==> config.mk <==
export PLATFORM = sky130hd
export DESIGN_NAME = i2s_sound_tx_flat
export DESIGN_NICKNAME = d
export VERILOG_FILES = /design/src/rtl/i2s_sound_tx_if.sv /design/src/rtl/i2s_sound_tx.sv /design/src/flat_wrapper.sv
export SDC_FILE = /design/constraint.sdc
export NUM_CORES = 1
export LEC_CHECK = 0
export ABC_CLOCK_PERIOD_IN_PS = 2210
export CORE_UTILIZATION = 40
export CTS_CLUSTER_DIAMETER = 200
export DETAILED_ROUTE_END_ITERATION = 6
export PLACE_DENSITY_LB_ADDON = 0.3
export SLEW_MARGIN = 15
export SYNTH_ARGS = -nofsm -noshare
export SYNTH_HDL_FRONTEND = slang
export SYNTH_SLANG_ARGS = --single-unit
==> constraint.sdc <==
create_clock -name clk -period 2.21 [get_ports clk]
set_input_delay 0.663 -clock clk [delete_from_list [all_inputs] [get_ports clk]]
set_output_delay 0.663 -clock clk [all_outputs]
set_load 0.005 [all_outputs]
==> src/rtl/i2s_sound_tx_if.sv <==
// I2S sound transmitter bundle: filtered sample in, serial DAC stream out.
// master is the transmitter side, slave is the sample source / DAC side.
interface i2s_sound_tx_if;
  logic [14:0] inSound;
  logic        mute;
  logic        i2s_bclk;
  logic        i2s_lrclk;
  logic        i2s_sdata;
  logic        sample_strobe;

  modport master (
    input  inSound,
    input  mute,
    output i2s_bclk,
    output i2s_lrclk,
    output i2s_sdata,
    output sample_strobe
  );

  modport slave (
    output inSound,
    output mute,
    input  i2s_bclk,
    input  i2s_lrclk,
    input  i2s_sdata,
    input  sample_strobe
  );
endinterface

==> src/rtl/i2s_sound_tx.sv <==
// Philips I2S transmitter: mono 15-bit unsigned sample sent as signed
// 16-bit on both 32-bit slots, BCLK/LRCLK derived from the system clock.
module i2s_sound_tx #(
  parameter int clkspeed   = 27000000,
  parameter int samplerate = 48000
) (
  input logic           clk,
  input logic           reset,
  i2s_sound_tx_if.master bus
);
  localparam int HALF = clkspeed / (samplerate * 128);
  localparam int DW   = (HALF > 1) ? $clog2(HALF) : 1;

  generate
    if (HALF < 1) begin : g_bad_half
      $error("i2s_sound_tx: clkspeed too low for samplerate");
    end
  endgenerate

  localparam logic [DW-1:0] LAST = DW'(HALF - 1);

  logic [DW-1:0] divcnt;
  logic          bclk;
  logic          lrclk;
  logic          sdata;
  logic          strobe;
  logic [5:0]    bitcnt;
  logic [15:0]   hold;

  logic          tick;
  logic          fall;
  logic [5:0]    nxt;
  logic [3:0]    idx;
  logic          in_slot;
  logic          nxt_sdata;
  logic [15:0]   word;

  always_comb begin
    tick      = (divcnt == LAST);
    fall      = tick & bclk;
    nxt       = bitcnt + 6'd1;
    // slot bit n maps to hold[16-n] (left) / hold[48-n] (right)
    idx       = 4'd0 - nxt[3:0];
    in_slot   = (nxt[4:0] != 5'd0) && (nxt[4:0] <= 5'd16);
    nxt_sdata = in_slot & hold[idx];
    word      = 16'h0000;
    if (!bus.mute)
      word = {~bus.inSound[14], bus.inSound[13:0], 1'b0};
  end

  always_ff @(posedge clk) begin
    if (reset) begin
      divcnt <= '0;
      bclk   <= 1'b0;
      bitcnt <= 6'd63;
      lrclk  <= 1'b1;
      sdata  <= 1'b0;
      strobe <= 1'b0;
      hold   <= 16'h0000;
    end else begin
      strobe <= 1'b0;
      if (tick) begin
        divcnt <= '0;
        bclk   <= ~bclk;
      end else begin
        divcnt <= divcnt + 1'b1;
      end
      if (fall) begin
        bitcnt <= nxt;
        lrclk  <= nxt[5];
        sdata  <= nxt_sdata;
        if (nxt == 6'd0) begin
          hold   <= word;
          strobe <= 1'b1;
        end
      end
    end
  end

  assign bus.i2s_bclk      = bclk;
  assign bus.i2s_lrclk     = lrclk;
  assign bus.i2s_sdata     = sdata;
  assign bus.sample_strobe = strobe;
endmodule

==> src/flat_wrapper.sv <==
// flat-port wrapper written by rule: the top's interface ports become plain ports
module i2s_sound_tx_flat 
#(
  parameter int clkspeed   = 27000000,
  parameter int samplerate = 48000
)
  (clk, reset, bus_inSound, bus_mute, bus_i2s_bclk, bus_i2s_lrclk, bus_i2s_sdata, bus_sample_strobe);
  i2s_sound_tx_if bus_i ();
  input logic clk;
  input logic reset;
  input wire logic [$bits(bus_i.inSound)-1:0] bus_inSound;
  input wire logic [$bits(bus_i.mute)-1:0] bus_mute;
  output wire logic [$bits(bus_i.i2s_bclk)-1:0] bus_i2s_bclk;
  output wire logic [$bits(bus_i.i2s_lrclk)-1:0] bus_i2s_lrclk;
  output wire logic [$bits(bus_i.i2s_sdata)-1:0] bus_i2s_sdata;
  output wire logic [$bits(bus_i.sample_strobe)-1:0] bus_sample_strobe;
  assign bus_i.inSound = bus_inSound;
  assign bus_i.mute = bus_mute;
  assign bus_i2s_bclk = bus_i.i2s_bclk;
  assign bus_i2s_lrclk = bus_i.i2s_lrclk;
  assign bus_i2s_sdata = bus_i.i2s_sdata;
  assign bus_sample_strobe = bus_i.sample_strobe;
  i2s_sound_tx #(.clkspeed(clkspeed), .samplerate(samplerate)) u_core (.clk(clk), .reset(reset), .bus(bus_i));
endmodule
=== After elaboration in Yosys (flattened, before gate mapping) ===
Cells that the tools add are included.

* Word-level logic and storage cells: 28
* Register bits after elaboration: 28
* Input port bits: 18
* Output and inout bits: 4

* $lt $le $gt $ge: 2
* Mux-type cells: 4
* Reduce and logical (&&, ||, !) cells: 6
* Add/sub/neg operators: 3
* Equal/unequal tests: 1
* Bitwise operators: 5

{| class="wikitable"
|+ Operators with widths
! cell !! count
|-
| two-way mux 16 bit || 1
|-
| adder 6 x 1 -> 6 bit, second input constant || 1
|-
| zero test 6 bit || 1
|-
| less-or-equal comparator 5 bit, second input constant || 1
|-
| less-than comparator 4 x 5 -> 1 bit, second input constant || 1
|-
| nonzero test 5 bit || 1
|-
| binary-select mux 1 bit (select 4 bit) || 1
|-
| OR reduction 2 bit || 2
|-
| subtractor 1 x 4 -> 4 bit, first input constant || 1
|-
| NOT 1 bit || 3
|-
| adder 2 x 1 -> 2 bit, second input constant || 1
|-
| AND 1 bit || 2
|-
| equality test 2 bit, second input constant || 1
|-
| two-way mux 1 bit || 2
|-
| AND reduction 2 bit || 1
|-
| logical AND 1 bit || 1
|}

=== Longest topological paths before layout ===
Gate-level depths: netlist (run 1).

* Depth in word-level cells: 5
* Depth in mapped cells: 8

=== Least setup slack after synthesis (run 1) ===
Ideal clock, no wire load.

* Kind: reg-to-reg
* From: register u_core.bitcnt[0]
* To: register u_core.sdata (netlist: u_core.bus.i2s_sdata)
* Path slack: 0.268 ns
* Arrival time: 1.826 ns
* Cell stages (with the launch flop): 7
* Path buffers: 1
* Cell sequence: dfxtp_1 -> ha_1 -> buf_4 -> mux4_2 -> a21boi_1 -> a311o_1 -> a41o_1

* Word-level cells in the longest chain between the ends: 5

{| class="wikitable"
|+ RTL lines
! element !! line !! RTL
|-
| from (decl) || i2s_sound_tx.sv:27 || <nowiki>logic [5:0] bitcnt;</nowiki>
|-
| from (signal assigned) || i2s_sound_tx.sv:69 || <nowiki>bitcnt <= nxt;</nowiki>
|-
| adder 6 x 1 -> 6 bit * || i2s_sound_tx.sv:41 || <nowiki>nxt = bitcnt + 6'd1;</nowiki>
|-
| net u_core.nxt[1] || i2s_sound_tx.sv:32 || <nowiki>logic [5:0] nxt;</nowiki>
|-
| subtractor 1 x 4 -> 4 bit || i2s_sound_tx.sv:43 || <nowiki>idx = 4'd0 - nxt[3:0];</nowiki>
|-
| binary-select mux 1 bit (select 4 bit) || i2s_sound_tx.sv:45 || <nowiki>nxt_sdata = in_slot & hold[idx];</nowiki>
|-
| two-way mux 1 bit (implied by the code) || i2s_sound_tx.sv:45 ||
|-
| AND 1 bit * || i2s_sound_tx.sv:45 ||
|-
| to (signal assigned) || i2s_sound_tx.sv:71 || <nowiki>sdata <= nxt_sdata;</nowiki>
|-
| to (decl) || i2s_sound_tx.sv:25 || <nowiki>logic sdata;</nowiki>
|}

Mark *: on every way through the listed nets, which the timed path passes. The rest lies on a longest branch. The select of a mux whose other input is x is not followed.
A chain may end at the register's enable or synchronous reset.

=== Worst setup path in the final report (run 1) ===
Ends and elaborated chain as after synthesis.

==> flow_summary.toml, run 1 <==
[route]
wl_um = 2250
num_vias = 926
vias_per_cell = 5.54
wire_per_inst_um = 13.4
drc = 0
antenna_left = 0
drt_first_iter_violations = 18
drt_first_pass_iters = 4

[sta]
fmax_mhz = 493
worstMarginPinSlew_ns = 0.631
period_needed_ns = 2.03
finalMaxSlewViolations = 0
fin_skew_ns = 0.00855
tns_ns = 0
rsz0062_at_grt = "false"
final-hold-violation-count = 0
setup_violations = 0
timing.final.crit_share_pct = 91.7
relSlewSlack_pct = 57.9
finalWorstSetupSlack_ns = 0.184

[run_status]
status = "completed"

[power]
sequentialPowerShare_pct = 54.6
pwr-share-clk_pct = 36.7
internal_power_mw = 0.708
vdd_drop_max_mv = 0.346
switching_power_mw = 0.175
power_frac_comb_pct = 8.7
p_sw_share_pct = 19.8
powerDensity_mw_per_mm2 = 585
leakagePower_nw = 0.626

[clock_tree]
cts_max_level = 1
cts_tree = "built"
worstSkewPairLatency_ns = 0.32
cts-root-buf = "clkbuf_4"
ctsHoldBuffers = 0
cts.clk_slew.worst_paths_ns = 0.14
clock-sinks = 26
numCtsBuffers = 3
clk_path_buf_depth = 2
cts_setup_buffers = 0
cts_resized = 0

[die]
fp.dieH_um = 57.1
core_area_mm2 = 0.00283
num_rows = 19
ios = 22
die_area_mm2 = 0.00326
die_w_um = 57.1
initial_core_util_pct = 43.0

[placement]
port_buffers = 21
place_congestion = 0.770
post-place-ws_ns = 0.139
dp_hpwl_um = 1660

[critical_path]
r2r_end = "u_core.bus.i2s_sdata"
crit-reg2reg-launch = "u_core.bitcnt[0]"
worstPathMaxFanout = 6
crit_path_start = "u_core.bitcnt[0]"
end_kind = "flip-flop"
critPathRequiredTime_ns = 2.44
crit_path_end = "u_core.bus.i2s_sdata"
critPathArrivalTime_ns = 2.25
ff2ff_setup_slack_ns = 0.18
setup.worst_path.start_class = "flip-flop"
reg2regPathDepth = 6
crit_type = "flip-flop to flip-flop"

[synth]
netlist_area_mm2 = 0.00122
syn_area_per_cell_um2 = 10.8
yosysWarnings = 0
synth_nets = 133
synthArstFlopShare_pct = 0
synthCells = 113
yosysSeqAreaShare_pct = 42.8
ys_ff_latch = 26
yosysUniqueCellTypes = 44
synth-edff-count = 0
ys.flop_type = "dfxtp_1"

[grt]
grt_overflow = 0
antenna_found_initial = 0
gr-usage-all-layers_pct = 15.0
grt_start_max_net_pins = 16
grt_pass1_vias = 949
grt_pass1_wl_um = 3870

[cells_and_area]
drive_gt1_share_pct = 19.9
finalNetCount = 157
antenna_cells_inserted = 0
synthToLayoutAreaGrowth_pct = 24.1

[job]
drv_cap = 0

[worst_hold_path]
worstHoldStart = "u_core.divcnt[0]"
hold_path.class = "flip-flop to flip-flop"
## final cells by class
type	count	area (µm²)
Sequential cell	26	520
Tap cell	31	38.8
Inverter	4	15.0
Timing Repair Buffer	27	255
Clock inverter	1	30.0
Multi-Input combinational cell	75	627
Clock buffer	3	22.5
Fill cell	247	1320
## synth_stat cells (3+ instances only)
library cell  number  area share [%]
clkbuf_1           3            0.93
inv_1              3            0.93
nand3_1            4             1.6
a22o_1            14              10
a21oi_1            3             1.2
dfxtp_1           26              43
nor2_1             5             1.5
mux4_2             3             5.6
xnor2_1            3             2.2
nand2_1            4             1.2
nor3_1             3             1.2
## power by group through the flow
| stage | sequential (mW) | clock, mW | combinational, mW |
|---|---|---|---|
| 6_report | 0.482 | 0.324 | 0.0768 |
| 5_1_grt | 0.483 | 0.349 | 0.0840 |
| 4_1_cts | 0.482 | 0.335 | 0.0774 |
| 3_5_place_dp | 0.492 | 0 | 0.0771 |
| 3_3_place_gp | 0.492 | 0 | 0.0753 |
| 2_1_floorplan | 0.491 | 0 | 0.0341 |
## per-stage QoR
| step | total power, mW | instances | cell area [µm²] | hold slack [ns] | utilization (%) |
|---|---|---|---|---|---|
| final | 0.883 | 167 | 1510 | 0.433 | 53.3 |
| after CTS | 0.894 | 167 | 1510 | 0.436 | 53.3 |
| after global routing | 0.916 | 167 | 1510 | 0.451 | 53.3 |
| after detailed placement | 0.569 | 163 | 1460 | 0.416 | 51.5 |
| after floorplan | 0.525 | 113 | 1220 | 0.404 | - |
| after global placement | 0.567 | 163 | 1460 | 0.411 | 51.5 |
## critical path: stages (launching register included)
cell and delay (ns):
dfxtp_1 0.34, ha_1 0.40, o31ai_2 0.40, a211o_1 0.22, a21boi_1 0.08, a311o_1 0.33, a41o_1 0.17
## cells by family after synthesis
| kind of cell | synth area share [%] |
|---|---|
| and+or+nand+nor | 15.3 |
| DFF | 42.8 |
| muxes | 6.38 |
| adders and majority gates | 2.06 |
| xor gates and xnor gates | 2.88 |
| AOI/OAI and AO/OA | 24.9 |
| buffers and inverters | 5.66 |
## flip-flops by register name (all words and copies together) (netlist names)
name and count:
u_core.bus.i2s_bclk 1, u_core.bitcnt 6, u_core.divcnt 2, u_core.bus.i2s_sdata 1, u_core.bus.sample_strobe 1, u_core.hold 15
## cells in the final DEF (no fill, tap or decap), drive strengths merged, types with 2 or more instances in the layout
cell type,instances
dfxtp,26
clkdlybuf4s50,21
a22o,14
buf,6
nor2,5
nand2,5
nand3,4
a21oi,4
nor3,4
inv,4
o21ai,4
mux4,3
xnor2,3
clkbuf,3
and3,3
a211o,3
nand2b,3
o21bai,2
nor3b,2
ha,2
and2,2
## layer usage
metal  GRT usage (%)  part of all wire (%)  routed length [µm]
met5               0                     0                   0
met1            19.9                    50                1110
met3            2.04                   3.1                  70
met2            25.2                    47                1050
met4            5.23                  0.71                  16
## how the worst min path moves through the flow
stage          slack (ns)               end  depth (start not counted)
2_1_floorplan        0.40  u_core.divcnt[0]                          1
3_3_place_gp         0.41  u_core.divcnt[0]                          1
3_5_place_dp         0.42  u_core.divcnt[0]                          1
4_1_cts              0.44  u_core.divcnt[0]                          1
5_1_grt              0.45  u_core.divcnt[0]                          1
6_report             0.43  u_core.divcnt[0]                          1
(Power assumes the default switching activity.)
==> inputs of run 2 (changes only) <==
CTS_BUF_LIST = sky130_fd_sc_hd__clkbuf_16   (was not set)
==> run 2 against run 1 <==
Clock power rose by 60%. Routed wire length rose by 6.4%. Sequential cell count did not move. Clock skew fell by 0.0034 ns. Count of clock-buffer cells in the layout did not move. Non-clock buffer count did not move. Maximum frequency fell by 0.83%. Register-to-register slack got worse by 0.02 ns. Combinational power barely moved. Critical path type unchanged. Largest cell class unchanged. Largest power group is now the clock network. Highest routed layer unchanged.
==> flow_summary.toml, run 2 (synthesized netlist as in run 1, its figures left out) <==
[grt]
met2_usage_pct = 26.6
busiest_layer = "met2"
grt_pass1_wl_um = 4060
gr-usage-all-layers_pct = 16.2
grt_overflow = 0
grt_start_max_net_pins = 16
grt_use_met1_pct = 21.0
antenna_found_initial = 0
grt_pass1_vias = 960
grt_util_met3_pct = 3.40

[sta]
relSlewSlack_pct = 57.1
worstMarginPinSlew_ns = 0.644
finalWorstSetupSlack_ns = 0.167
final-hold-violation-count = 0
period_needed_ns = 2.04
setup_violations = 0
fmax_mhz = 489
timing.final.crit_share_pct = 92.5
holdWs_ns = 0.422
fin_skew_ns = 0.00512
tns_ns = 0
finalMaxSlewViolations = 0
rsz0062_at_grt = "false"

[clock_tree]
clk_path_buf_depth = 2
cts_max_level = 1
cts_resized = 0
numCtsBuffers = 3
cts_setup_buffers = 0
clock-sinks = 26
worstSkewPairLatency_ns = 0.26
ctsHoldBuffers = 0
cts_tree = "built"
cts.clk_slew.worst_paths_ns = 0.06
cts-root-buf = "clkbuf_16"

[cells_and_area]
largest_register = "u_core.hold"
finalNetCount = 157
antenna_cells_inserted = 0
final_cell_mix = "dfxtp_1 (26), clkdlybuf4s50_1 (21), a22o_1 (14)"
fin_cells = 167
top_regs = "u_core.hold: 15 flops, u_core.bitcnt: 6 flops, u_core.divcnt: 2 flops"
synthToLayoutAreaGrowth_pct = 28.4
final_common_cell = "dfxtp_1"
fin_util_pct = 55.2
n_fill_cell = 237
largest_reg_flops = 15
drive_gt1_share_pct = 19.9

[critical_path]
critPathArrivalTime_ns = 2.19
setup.worst_path.start_class = "flip-flop"
cp_num_buf_inv = 0
end_kind = "flip-flop"
crit_family = "compound AO/OA/AOI/OAI gates"
path_cells = "ha_1 > mux4_2 > a21boi_1 > a311o_1 > a41o_1"
critPathMaxStageDelay_ns = 0.54
worstPathMaxFanout = 6
critPathRequiredTime_ns = 2.36
crit_path_top_delay_cell = "mux4_2"
crit_type = "flip-flop to flip-flop"

[route]
drc = 0
vias_per_cell = 5.77
num_vias = 963
drt_first_pass_iters = 4
wl_um = 2390
wire_per_inst_um = 14.3
antenna_left = 0
drt_first_iter_violations = 29

[placement]
place_congestion = 0.770
dp_cells = 163
port_buffers = 21
dp_hpwl_um = 1660
post-place-ws_ns = 0.139

[die]
initial_core_util_pct = 43.0
fp.dieH_um = 57.1
core_area_mm2 = 0.00283
ios = 22
num_rows = 19
die_w_um = 57.1
die_area_mm2 = 0.00326

[worst_hold_path]
hold_path.class = "flip-flop to flip-flop"

[run_status]
status = "completed"

[power]
vdd_drop_max_mv = 0.453
leakagePower_nw = 0.649
powerDensity_mw_per_mm2 = 689

[job]
drv_cap = 0
[run 2: cell counts in the layout (fill, tap and decap cells not counted)]
Identical to the previous run, type by type.
[run 2: layout make-up]
cell class | count | area, µm² | area share, %
clock buffers | 3 | 75.1 | 4.81
flip-flops and latches | 26 | 520 | 33.3
inverters | 4 | 15.0 | 0.962
multi-input cells | 75 | 627 | 40.1
repair buffers | 27 | 255 | 16.3
well taps | 31 | 38.8 | 2.48
clock inverters | 1 | 30.0 | 1.92
[run 2: final timing paths]
| path | start | endpoint | slack [ns] | depth (start not counted) |
|---|---|---|---|---|
| setup reg to reg | u_core.bitcnt[0] | u_core.bus.i2s_sdata | 0.17 | 5 |
| setup / recovery | u_core.bitcnt[0] | u_core.bus.i2s_sdata | 0.17 | 5 |
| hold reg to reg | u_core.divcnt[0] | u_core.divcnt[0] | 0.42 | 1 |
| hold / removal | u_core.divcnt[0] | u_core.divcnt[0] | 0.42 | 1 |
[run 2: where the power goes]
group	total (mW)	internal, mW	leakage (nW)	switching [mW]
Clock	0.517	0.360	0.0511	0.157
Combinational	0.0769	0.0481	0.388	0.0288
Sequential	0.482	0.476	0.210	0.00548
Total	1.08	0.884	0.649	0.191
[run 2: per-layer routing]
| layer | routed length (µm) | up-vias |
|---|---|---|
| li1 | - | 466 |
| met4 | 29 | 0 |
| met3 | 81 | 4 |
| met1 | 1120 | 467 |
| met2 | 1160 | 26 |
| met5 | 0 | - |
[run 2: per-stage QoR]
stage	power, mW	instance area [µm²]
after global routing	1.12	1560
after CTS	1.09	1560
after global placement	0.567	1460
after floorplan	0.525	1220
final	1.08	1560
after detailed placement	0.569	1460
==> inputs of run 3 (changes only) <==
--- a/config.mk
+++ b/config.mk
@@ -13,3 +13,3 @@
 export PLACE_DENSITY_LB_ADDON = 0.3
-export SLEW_MARGIN = 15
+export SLEW_MARGIN = 0
 export SYNTH_ARGS = -nofsm -noshare
--- a/constraint.sdc
+++ b/constraint.sdc
@@ -3,2 +3,2 @@
 set_output_delay 0.663 -clock clk [all_outputs]
-set_load 0.005 [all_outputs]
+set_load 0.02 [all_outputs]
==> results of run 3 <==
The final DEF is identical to that of run 2. Status: completed.
